[config.mk]
export PLATFORM = sky130hd
export DESIGN_NAME = line_clear
export DESIGN_NICKNAME = d
export VERILOG_FILES = /design/src/rtl/tetris_pkg.sv /design/src/rtl/piece_lfsr.sv /design/src/rtl/line_clear.sv
export SDC_FILE = /design/constraint.sdc
export NUM_CORES = 1
export LEC_CHECK = 0
export ABC_AREA = 1
export CAP_MARGIN = 20
export CORE_MARGIN = 5
export CORE_UTILIZATION = 40
export CTS_CLUSTER_DIAMETER = 50
export DETAILED_ROUTE_END_ITERATION = 10
export PLACE_DENSITY_LB_ADDON = 0.12
export SLEW_MARGIN = 5
export SYNTH_ARGS = -nofsm -noshare
export SYNTH_HDL_FRONTEND = slang
export SYNTH_SLANG_ARGS = --single-unit
[constraint.sdc]
create_clock -name clka -period 3.7 [get_ports clka]
set_input_delay 0.925 -clock clka [delete_from_list [all_inputs] [get_ports clka]]
set_output_delay 0.925 -clock clka [all_outputs]
set_load 0.02 [all_outputs]
[src/rtl/tetris_pkg.sv]
// Shared board geometry, piece encodings, FSM states and spawn footprints
// used by the movement and line-clear stages.
package tetris_pkg;
  localparam int ROWS      = 8;
  localparam int COLS      = 4;
  localparam int SPAWN_LOC = 5;

  typedef enum logic [1:0] {
    PC_DOT    = 2'b00,
    PC_BAR    = 2'b01,
    PC_SQUARE = 2'b10,
    PC_L      = 2'b11
  } piece_e;

  typedef enum logic [2:0] {
    ST_IDLE  = 3'd0,
    ST_SCAN  = 3'd1,
    ST_SHIFT = 3'd2,
    ST_SPAWN = 3'd3,
    ST_DONE  = 3'd4,
    ST_OVER  = 3'd5
  } state_e;

  // Cells occupied by a piece of type t at SPAWN_LOC with rotation 0.
  function automatic logic [ROWS*COLS-1:0] footprint(input logic [1:0] t);
    logic [ROWS*COLS-1:0] f;
    f = '0;
    f[SPAWN_LOC] = 1'b1;
    case (t)
      PC_BAR:    f[SPAWN_LOC-COLS] = 1'b1;
      PC_SQUARE: begin
        f[SPAWN_LOC+1]      = 1'b1;
        f[SPAWN_LOC-COLS]   = 1'b1;
        f[SPAWN_LOC-COLS+1] = 1'b1;
      end
      PC_L: begin
        f[SPAWN_LOC+1]    = 1'b1;
        f[SPAWN_LOC-COLS] = 1'b1;
      end
      default: ;
    endcase
    return f;
  endfunction
endpackage

[src/rtl/piece_lfsr.sv]
// 4-bit Fibonacci LFSR that picks the next piece type.
module piece_lfsr #(
  parameter logic [3:0] SEED = 4'b1001
) (
  input  logic       clka,
  input  logic       restart,
  input  logic       advance_i,
  output logic [3:0] lfsr_o
);
  logic [3:0] lfsr_q, lfsr_d;

  always_comb begin
    lfsr_d = lfsr_q;
    if (advance_i) lfsr_d = {lfsr_q[2:0], lfsr_q[3] ^ lfsr_q[2]};
  end

  always_ff @(posedge clka or posedge restart)
    if (restart) lfsr_q <= SEED;
    else         lfsr_q <= lfsr_d;

  assign lfsr_o = lfsr_q;
endmodule

[src/rtl/line_clear.sv]
// Clears full rows of a landed board, compacts the rows above, then spawns
// the next piece or declares game over.
module line_clear #(
  parameter int         ROWS      = tetris_pkg::ROWS,
  parameter int         COLS      = tetris_pkg::COLS,
  parameter logic [3:0] LFSR_SEED = 4'b1001
) (
  input  logic                 clka,
  input  logic                 restart,
  input  logic                 touched,
  input  logic [ROWS*COLS-1:0] board_in,
  output logic [ROWS*COLS-1:0] board_out,
  output logic                 board_valid,
  output logic                 busy,
  output logic [1:0]           spawn_type,
  output logic [7:0]           lines,
  output logic                 game_over
);
  import tetris_pkg::*;

  localparam int W  = ROWS*COLS;
  localparam int PW = $clog2(ROWS);

  state_e          state_q, state_d;
  logic [PW-1:0]   ptr_q, ptr_d;
  logic [W-1:0]    work_q, work_d, bout_q, bout_d, shifted;
  logic [7:0]      lines_q, lines_d;
  logic [1:0]      spawn_q, spawn_d;
  logic            valid_q, valid_d, over_q, over_d;
  logic            advance, row_full, shifted_full;
  logic [3:0]      lfsr;

  piece_lfsr #(.SEED(LFSR_SEED)) u_lfsr (
    .clka      (clka),
    .restart   (restart),
    .advance_i (advance),
    .lfsr_o    (lfsr)
  );

  // Rows 1..ptr take the row above, row 0 empties, rows below ptr keep.
  always_comb begin
    shifted = work_q << COLS;
    for (int r = 0; r < ROWS; r++)
      if (r > int'(ptr_q)) shifted[r*COLS +: COLS] = work_q[r*COLS +: COLS];
  end

  assign row_full     = &work_q[int'(ptr_q)*COLS +: COLS];
  assign shifted_full = &shifted[int'(ptr_q)*COLS +: COLS];

  always_comb begin
    state_d = state_q;
    ptr_d   = ptr_q;
    work_d  = work_q;
    lines_d = lines_q;
    bout_d  = bout_q;
    spawn_d = spawn_q;
    over_d  = over_q;
    valid_d = 1'b0;
    advance = 1'b0;
    case (state_q)
      ST_IDLE: if (touched) begin
        work_d  = board_in;
        ptr_d   = PW'(ROWS-1);
        state_d = ST_SCAN;
      end
      ST_SCAN: begin
        if (row_full)        state_d = ST_SHIFT;
        else if (ptr_q == 0) state_d = ST_SPAWN;
        else                 ptr_d   = ptr_q - 1'b1;
      end
      // The row dropped into ptr is tested in the same cycle, so every
      // cleared row costs exactly one extra cycle.
      ST_SHIFT: begin
        work_d = shifted;
        if (lines_q != 8'hFF) lines_d = lines_q + 8'd1;
        if (!shifted_full) begin
          if (ptr_q == 0) state_d = ST_SPAWN;
          else begin
            ptr_d   = ptr_q - 1'b1;
            state_d = ST_SCAN;
          end
        end
      end
      ST_SPAWN: begin
        valid_d = 1'b1;
        if (|(work_q & footprint(PC_SQUARE))) begin
          over_d  = 1'b1;
          bout_d  = work_q;
          state_d = ST_OVER;
        end else begin
          spawn_d = lfsr[1:0];
          bout_d  = work_q | footprint(lfsr[1:0]);
          advance = 1'b1;
          state_d = ST_DONE;
        end
      end
      ST_DONE: state_d = ST_IDLE;
      ST_OVER: ;
      default: state_d = ST_IDLE;
    endcase
  end

  always_ff @(posedge clka or posedge restart)
    if (restart) begin
      state_q <= ST_IDLE;
      ptr_q   <= '0;
      work_q  <= '0;
      lines_q <= '0;
      bout_q  <= '0;
      spawn_q <= '0;
      valid_q <= 1'b0;
      over_q  <= 1'b0;
    end else begin
      state_q <= state_d;
      ptr_q   <= ptr_d;
      work_q  <= work_d;
      lines_q <= lines_d;
      bout_q  <= bout_d;
      spawn_q <= spawn_d;
      valid_q <= valid_d;
      over_q  <= over_d;
    end

  assign board_out   = bout_q;
  assign board_valid = valid_q;
  assign busy        = (state_q == ST_SCAN) || (state_q == ST_SHIFT) || (state_q == ST_SPAWN);
  assign spawn_type  = spawn_q;
  assign lines       = lines_q;
  assign game_over   = over_q;
endmodule

# Word level (Yosys, flattened, before mapping)
# Cells that the tools add are included.
[totals]
word_cells = 87
ff_bits = 86
output_inout_bits = 45
[classes]
n_reduce_logical = 17
eq_ne = 12
add_sub_neg = 2
bitwise_logic = 4
muxes = 34
shifts = 2
order_cmp = 7
[op_table]
columns = ["operator", "n"]
rows = [
  ["32-bit 2-to-1 mux", 2],
  ["32-bit one-hot mux with 2 select lines", 1],
  ["32-bit by 6-bit indexed part select with 4-bit output", 2],
  ["32-bit by 7-bit bitwise OR with 32-bit output", 1],
  ["4-bit 2-to-1 mux", 7],
  ["3-bit 2-to-1 mux", 8],
  ["4-bit AND reduction", 4],
  ["3-bit one-hot mux with 5 select lines", 1],
  ["1-bit 2-to-1 mux", 13],
  ["3-bit > comparator, first input constant", 4],
  ["3-bit one-hot mux with 3 select lines", 1],
  ["8-bit by 1-bit adder with 8-bit output, second input constant", 1],
  ["8-bit != test, second input constant", 1],
  ["2-bit AND reduction", 4],
  ["3-bit by 2-bit equality test with 1-bit output, second input constant", 2],
  ["2-bit by 3-bit > comparator with 1-bit output, first input constant", 2],
  ["3-bit logical NOT", 2],
  ["2-bit != test, second input constant", 3],
  ["2-bit equality test, second input constant", 2],
  ["4-bit OR reduction", 1],
  ["3-bit by 1-bit equality test with 1-bit output, second input constant", 1],
  ["3-bit equality test, second input constant", 1],
  ["1-bit by 3-bit > comparator with 1-bit output, first input constant", 1],
  ["3-bit != test, second input constant", 1],
  ["10 further kinds", 12],
]

# Depth between registers and ports, before layout
# Gate-level depths: netlist of run 1.
[logic_depth]
ltp_word = 7
ltp_mapped = 15

# Hierarchy
# Synthesis of run 1 repeated with hierarchy kept, for this count alone.
[unflattened]
hier_cells = 569
area_unflattened_um2 = 4510.6
[by_module_without_submodules]
columns = ["mod", "seq_area_each_um2", "n_inst", "cells_each", "area_each_um2"]
rows = [
  ["line_clear", 2052.0, 1, 549, 4344.2],
  ["piece_lfsr", 102.6, 1, 20, 166.4],
]

# Worst setup path before layout of run 1
# Ideal clock, no wire load.
[synth_path]
kind = "flip-flop to flip-flop"
startpoint = "reg ptr_q[0]"
endpoint = "reg ptr_q[2]"
arrival_time_ps = 1728
path_buffers = 2
t_required_ps = 3584
stages_incl_launch_ff = 15
slack_ps = 1855
setup_ps = 116
cell_sequence = "dfrtp_1 > buf_4 > inv_2 > buf_4 > ha_1 > nand2_2 > nand2_2 > nand2_1 > nand3_1 > nand3_1 > nand2_1 > nor2_4 > nand3_4 > nand3_1 > nand2_1"
[synth_via]
elab_chain_cells = 6
[synth_lines]
columns = ["element", "line", "source"]
rows = [
  ["start: declaration", "line_clear.sv:25", "logic [PW-1:0] ptr_q, ptr_d;"],
  ["start signal: assignment", "line_clear.sv:115", "ptr_q <= ptr_d;"],
  ["1-bit by 3-bit > comparator with 1-bit output, or another cell as far along", "line_clear.sv:44", "if (r > int'(ptr_q)) shifted[r*COLS +: COLS] = work_q[r*COLS +: COLS];"],
  ["4-bit 2-to-1 mux", "line_clear.sv:44", ""],
  ["32-bit by 6-bit indexed part select with 4-bit output", "line_clear.sv:48", "assign shifted_full = &shifted[int'(ptr_q)*COLS +: COLS];"],
  ["4-bit AND reduction", "line_clear.sv:48", ""],
  ["2-bit != test (no source line)", "n/a", ""],
  ["4-bit AND reduction (no source line)", "n/a", ""],
]
# Several ways; a longest one is shown, not always the timed one. The select of a mux whose other input is x is not followed.
# A chain may end at the register's enable or synchronous reset.

# Final worst setup path of run 1
[layout_path]
startpoint = "reg state_q[0]"
endpoint = "out busy"
[layout_via]
elab_chain_cells = 3
[layout_lines]
columns = ["element", "line", "source"]
rows = [
  ["start: declaration", "line_clear.sv:24", "state_e state_q, state_d;"],
  ["start signal: assignment", "line_clear.sv:114", "state_q <= state_d;"],
  ["3-bit by 1-bit equality test with 1-bit output / 3-bit by 2-bit equality test with 1-bit output (equally long branches)", "line_clear.sv:126", "assign busy = (state_q == ST_SCAN) || (state_q == ST_SHIFT) || (state_q == ST_SPAWN);"],
  ["1-bit logical OR", "line_clear.sv:126", ""],
  ["1-bit logical OR (*)", "line_clear.sv:126", ""],
  ["end: declaration", "line_clear.sv:14", "output logic busy,"],
]
# Mark *: on every way between the ends. The rest lies on a longest branch, timed or not.

==> metrics.md, run 1 <==
| Metric | Value |
|---|---|
| Area growth from synthesis to layout | `25.8%` |
| Number of remaining DRC errors | `0` |
| Via density per instance | `5.23` |
| Unrepaired setup endpoints after global routing | `false` |
| Largest clock skew in the final design | `0.0116 ns` |
| Number of max-capacitance violations reported | `0` |
| Global-route wire length before repair | `between 15000 and 20000 um` |
| Clk pin slew, worst setup/hold paths | `0.09 ns` |
| Path type of the worst min-delay path | `reg2reg` |
| Total wire length | `between 10000 and 15000 um` |
| Headroom to the max-slew limit | `0.434` |
| Largest area contributor in the netlist | `dfrtp_1` |
| Netlist Area Pre-Place | `0.00437 sq mm` |
| Setup TNS | `0 ns` |
| Number of primary I/O pins | `80` |
| Setup-failing EPs final | `0` |
| Worst IR drop on VDD | `about 0.50 mV` |
| Yosys top cell area share | `0.470` |
| Tcrit/Tclk final | `0.710` |
| Worst path max stage delay | `around 0.62 ns` |
| Placed Instance Area | `0.00528 sq mm` |
| Required time of the critical path | `around 2.8 ns` |
| Clock tree root buffer cell | `clkbuf_8` |
| TritonCTS buffer count | `9` |
| Starting DRT DRC Count | `280` |
| Share of layout cells above drive strength 1 | `0.0840` |
| Run status | `finished, final reports clean` |
| Final HPWL from detailed placement | `8770 um` |
| Peak Freq | `about 380 MHz` |
| Antenna violations before repair | `0` |
| Post-synth cell types | `41` |
| Via count | `3970` |
| Number of register bits inferred by synthesis | `84` |
| Count of antenna-violating nets left after detailed routing | `0` |
| Quantity of hold-fixing buffers added after cts | `0` |
| Reg2Reg Capture Point | `lines[4]` |
| Number of flops mapped to enable cells by yosys | `0` |
| Number of sinks handled by clock tree synthesis | `84` |
| Critical Path Fanout Max | `4` |
| Antenna Cells | `0` |
| CTS-repair resized insts | `0` |
| Hold worst-path end | `u_lfsr.lfsr_o[3]` |
| CTS Buffer Depth | `2` |
| Fin nets | `~650` |
| Number of setup buffers added after CTS | `0` |
| Cell depth of the worst hold path | `2` |
| Horizontal die dimension | `between 100 and 150 um` |
| Count of H-tree levels built during CTS | `3` |
| Total routing usage reported by global routing | `0.191` |
| R2R setup slack | `1.29 ns` |
| Quantity of I/O buffers inserted on ports | `between 70 and 80` |
| WL per Instance | `15.9 um` |
| Commonest cells post-synth | `135 x nand2_1, 82 x dfrtp_1, 62 x nand3_1` |
| Data arrival at the endpoint of the critical path | `1.70 ns` |
| Final global-route overflow total | `0` |
| Library cell with the highest instance count after synthesis | `nand2_1` |
| Cells after Synth | `541` |
| Maximum number of pins on one net before global-route repair | `a little over 60` |
| Final number of max-transition violations | `0` |
| Count of TritonRoute iterations in the first routing pass | `5` |
| Endpoint type of the worst setup path | `primary output` |
| Final std cell area, no fill | `between 0.005 and 0.006 sq mm` |
| Launch point of the worst reg-to-reg path | `state_q[2]` |
| Worst hold margin | `around 0.47 ns` |
| Worst Path Class, Setup | `reg2out` |
| Worst setup path startpoint | `state_q[0]` |
| Final Critical Period | `~2.6 ns` |
| Pin slew with the least headroom to its limit | `~0.85 ns` |
| Std-Cell Core Area | `0.0108 sq mm` |
| Crit path max-delay cell type | `clkdlybuf4s50_1` |
| Largest delay share family, worst path | `buffers and inverters` |
| Pwr/cell area | `~900 mW/mm^2` |
| Sequential fraction of the synthesis area | `0.482` |
| Starting utilization of the core area | `0.405` |
| Via count of the first global-routing pass | `3890` |
| Reg2reg path depth | `8` |
| Startpoint kind of the worst setup timing path | `flop` |
| Utilization after layout | `0.509` |
| Cells along the critical path | `inv_1 -> a21oi_1 -> clkdlybuf4s50_1` |
| Avg Inst Size Synth | `8.07 sq um` |
| WP buf/inv | `2` |
| Synthesized netlist net count | `580` |
| FP Rows | `38` |
| Hold Path Origin | `u_lfsr.lfsr_o[3]` |
| Clock latency on the worst-skew pair | `between 0.3 and 0.4 ns` |
| Async set-or-reset flop fraction in the synthesized netlist | `1.00` |
| Number of warnings printed during yosys synthesis | `0` |
| TritonCTS clock tree | `built` |
| GP Congestion | `just under 0.9` |
| Leading register cell type out of synthesis | `dfrtp_1` |
| P_leak | `about 2.5 nW` |
| Die area | `approximately 0.013 sq mm` |
| Number of failing hold endpoints at the final stage | `0` |
| Die span in y | `around 110 um` |
| Cell types occupying the most area after synthesis | `dfrtp_1 47%, nand2_1 12%, nand3_1 7.1%, inv_1 4.6%, o21ai_0 4.4%` |
[registers in the layout (all words and copies together), names as in the netlist]
name           flops
board_out         32
lines              8
game_over          1
work_q            32
state_q            3
u_lfsr.lfsr_o      3
ptr_q              3
spawn_type         1
board_valid        1
[layout by cell type, fill, tap and decap left out, types with 6 or more instances in the layout]
cell | synthesis | routed
nand3_1 | 62 | 62
o22ai_1 | 15 | 15
clkdlybuf4s50_1 | 0 | 79
o21ai_0 | 38 | 38
o21ai_1 | 10 | 10
nor2_1 | 27 | 26
xor2_1 | 6 | 6
clkbuf_8 | 0 | 9
buf_4 | 5 | 6
nor3_1 | 6 | 6
a21oi_1 | 24 | 24
nand2_1 | 135 | 135
dfrtp_1 | 82 | 82
inv_1 | 54 | 53
nand4_1 | 6 | 6
[report_power, final]
part | internal [W] | switching, W
registers | 0.00131 | 0.000312
clock network | 0.000382 | 0.000345
logic | 0.000997 | 0.00165
total | 0.00269 | 0.00231
[final cells by class]
class	instances	area, sq um
Clock inverter	6	90.1
Timing Repair Buffer	86	856
Inverter	59	223
Fill cell	1073	5300
Tap cell	140	175
Sequential cell	84	2100
Multi-Input combinational cell	374	1920
Clock buffer	10	128
[worst min-delay path, stage by stage (launching register included)]
cell and delay (ns):
dfstp_2 0.38, nand2_1 0.06, nand2_1 0.04
[metrics by stage]
step	power (W)	setup slack, ns	instances
floorplan	0.00340	0.613	541
global placement	0.00425	1.15	743
detailed placement	0.00429	1.11	743
CTS	0.00503	1.04	759
global route	0.00541	0.973	759
finish	0.00500	1.07	759
[kinds of logic after synthesis]
| group | count (synthesis) | synth area share |
|---|---|---|
| XOR/XNOR | 9 | 0.0181 |
| buffers and inverters | 83 | 0.0811 |
| AO/OA/AOI/OAI | 109 | 0.147 |
| adder cells (fa/ha/maj) | 4 | 0.0115 |
| AND/OR/NAND/NOR | 252 | 0.260 |
| flip-flops | 84 | 0.482 |
[routing by layer]
layer,up-vias,GRT usage,share of wire
met5,-,0,0
met4,0,0.0443,0.010
met3,11,0.0444,0.065
met2,130,0.295,0.46
met1,1888,0.273,0.46
li1,1941,-,-
[worst max-delay path by stage]
stage	to	cells after the start	slack (ns)
2_1_floorplan	board_out[0]	1	0.61
3_3_place_gp	work_q[15]	6	1.15
3_5_place_dp	work_q[30]	7	1.11
4_1_cts	busy	3	1.04
5_1_grt	busy	3	0.97
6_report	busy	3	1.07
Note: power is estimated with default switching activity, not from simulation.
==> inputs of run 2 (changes only) <==
clock period = 2.57 ns   (was 3.7 ns; I/O delays follow)
==> run 2 against run 1 <==
Effect of this change:
- total power up 45%
- clock power increased by 36%
- global-route usage is essentially flat
- sequential share of layout area is 0.36 points lower
- routed wire length is essentially flat
- via count decreased by 0.13%
- die area is the same
==> metrics.md, run 2 (synthesis results as in run 1) <==
| Metric | Value |
|---|---|
| Worst Path Class, Setup | `reg2out` |
| Count of antenna-violating nets left after detailed routing | `0` |
| CTS-repair resized insts | `0` |
| Final Critical Period | `between 2 and 2.5 ns` |
| Net switching power of the design | `0.00337 W` |
| Number of failing hold endpoints at the final stage | `0` |
| Count of H-tree levels built during CTS | `3` |
| Count of TritonRoute iterations in the first routing pass | `5` |
| Hold worst-path end | `game_over` |
| Largest clock skew in the final design | `just over 0.009 ns` |
| Starting utilization of the core area | `0.405` |
| Launch point of the worst reg-to-reg path | `ptr_q[0]` |
| Final Non-Filler Cells | `roughly 770` |
| Path type of the worst min-delay path | `reg2reg` |
| Gate power share | `0.540` |
| Cell Count Post-Placement | `approximately 750` |
| Number of max-capacitance violations reported | `0` |
| Pin slew with the least headroom to its limit | `between 0.5 and 0.6 ns` |
| Fin nets | `between 600 and 700` |
| Critical Path Fanout Max | `4` |
| Antenna violations before repair | `0` |
| Worst IR drop on VDD | `between 0.5 and 0.6 mV` |
| Peak Freq | `~430 MHz` |
| Headroom to the max-slew limit | `0.649` |
| Final number of max-transition violations | `0` |
| Run status | `finished, final reports clean` |
| Starting DRT DRC Count | `280` |
| Cell depth of the worst hold path | `1` |
| GP Congestion | `between 0.8 and 0.9` |
| Top library cells by usage in the layout, fill and taps aside | `135 x nand2_1, 82 x dfrtp_1, 79 x clkdlybuf4s50_1` |
| Required time of the critical path | `between 1.5 and 2 ns` |
| Hold Path Origin | `game_over` |
| TritonCTS buffer count | `9` |
| WL per Instance | `15.8 um` |
| Most frequent standard cell in the layout excluding fill and tap cells | `nand2_1` |
| Die area | `0.0131 sq mm` |
| CTS Buffer Depth | `2` |
| Final Total Pwr | `~0.0072 W` |
| Via density per instance | `5.17` |
| FP Rows | `38` |
| Horizontal die dimension | `~110 um` |
| Pwr/cell area | `around 1300 mW/mm^2` |
| Clock latency on the worst-skew pair | `0.35 ns` |
| Die span in y | `between 100 and 150 um` |
| Reg2reg path depth | `13` |
| P_leak | `about 2.6 nW` |
| Area growth from synthesis to layout | `27.0%` |
| Std-Cell Core Area | `between 0.01 and 0.015 sq mm` |
| Power share of the sequential group | `0.323` |
| Quantity of hold-fixing buffers added after cts | `0` |
| Unrepaired setup endpoints after global routing | `false` |
| Antenna Cells | `0` |
| Setup-failing EPs final | `0` |
| Total routing usage reported by global routing | `0.191` |
| Sw frac | `0.465` |
| Clk pin slew, worst setup/hold paths | `around 0.09 ns` |
| Reg2Reg Capture Point | `ptr_q[0]` |
| Clock Power Share | `0.137` |
| Via count of the first global-routing pass | `~3900` |
| Tcrit/Tclk final | `0.912` |
| Data arrival at the endpoint of the critical path | `1.70 ns` |
| Startpoint kind of the worst setup timing path | `flop` |
| Utilization after layout | `0.514` |
| Total wire length | `approximately 12000 um` |
| Share of layout cells above drive strength 1 | `0.0973` |
| Final global-route overflow total | `0` |
| Final HPWL from detailed placement | `roughly 9000 um` |
| Number of primary I/O pins | `80` |
| Global-route wire length before repair | `20000 um` |
| Via count | `3965` |
| Setup TNS | `0 ns` |
| Maximum number of pins on one net before global-route repair | `between 80 and 90` |
| Internal power | `approximately 0.0039 W` |
| Number of remaining DRC errors | `0` |
| Clock tree root buffer cell | `clkbuf_8` |
| Number of sinks handled by clock tree synthesis | `between 80 and 90` |
| Number of setup buffers added after CTS | `0` |
| TritonCTS clock tree | `built` |
| Endpoint type of the worst setup path | `primary output` |
| R2R setup slack | `around 0.37 ns` |
| Quantity of I/O buffers inserted on ports | `79` |
==> run 2: routing by layer <==
metal | global-route usage | wire [um] | part of all wire | up-vias
li1 | - | - | - | 1957
met1 | 0.278 | 5900 | 0.49 | 1882
met2 | 0.293 | 5500 | 0.45 | 108
met3 | 0.0312 | 541 | 0.045 | 18
met4 | 0.0554 | 166 | 0.014 | 0
met5 | 0 | 0 | 0 | -
==> run 2: power groups by stage <==
stage / logic (W) / clock network (W) / registers [W]
global placement: 0.00385 / 0 / 0.00234
finish: 0.00390 / 0.000992 / 0.00234
detailed placement: 0.00389 / 0 / 0.00235
CTS: 0.00391 / 0.00102 / 0.00233
floorplan: 0.00235 / 0 / 0.00254
global route: 0.00434 / 0.00109 / 0.00241
==> run 2: layout make-up <==
class / instances / area (sq um)
clock buffers: 10 / 138
clock inverters: 6 / 70.1
fillers: 1076 / 5250
inverters: 59 / 225
multi-input cells: 374 / 1920
flip-flops and latches: 84 / 2100
well taps: 140 / 175
repair buffers: 94 / 916
==> run 2: per-stage QoR <==
| stage | instance area [sq um] | hold WS [ns] | setup WS, ns |
|---|---|---|---|
| floorplan | 4370 | 0.451 | 0.725 |
| global placement | 5340 | 0.456 | 0.223 |
| CTS | 5550 | 0.482 | 0.214 |
| detailed placement | 5340 | 0.457 | 0.183 |
| finish | 5550 | 0.480 | 0.226 |
| global route | 5550 | 0.497 | 0.119 |
==> run 2: critical path, cell delays in order, from the launching register on <==
cell and delay [ns]:
dfrtp_1 0.44, inv_1 0.12, a21oi_1 0.17, clkdlybuf4s50_1 0.62
==> run 2: worst max-delay path by stage <==
stage,to,start,slack (ns)
after floorplan,ptr_q[2],ptr_q[0],0.73
after global placement,work_q[30],touched,0.22
after detailed placement,work_q[26],touched,0.18
after CTS,busy,state_q[0],0.21
after global routing,busy,state_q[0],0.12
final,busy,state_q[0],0.23
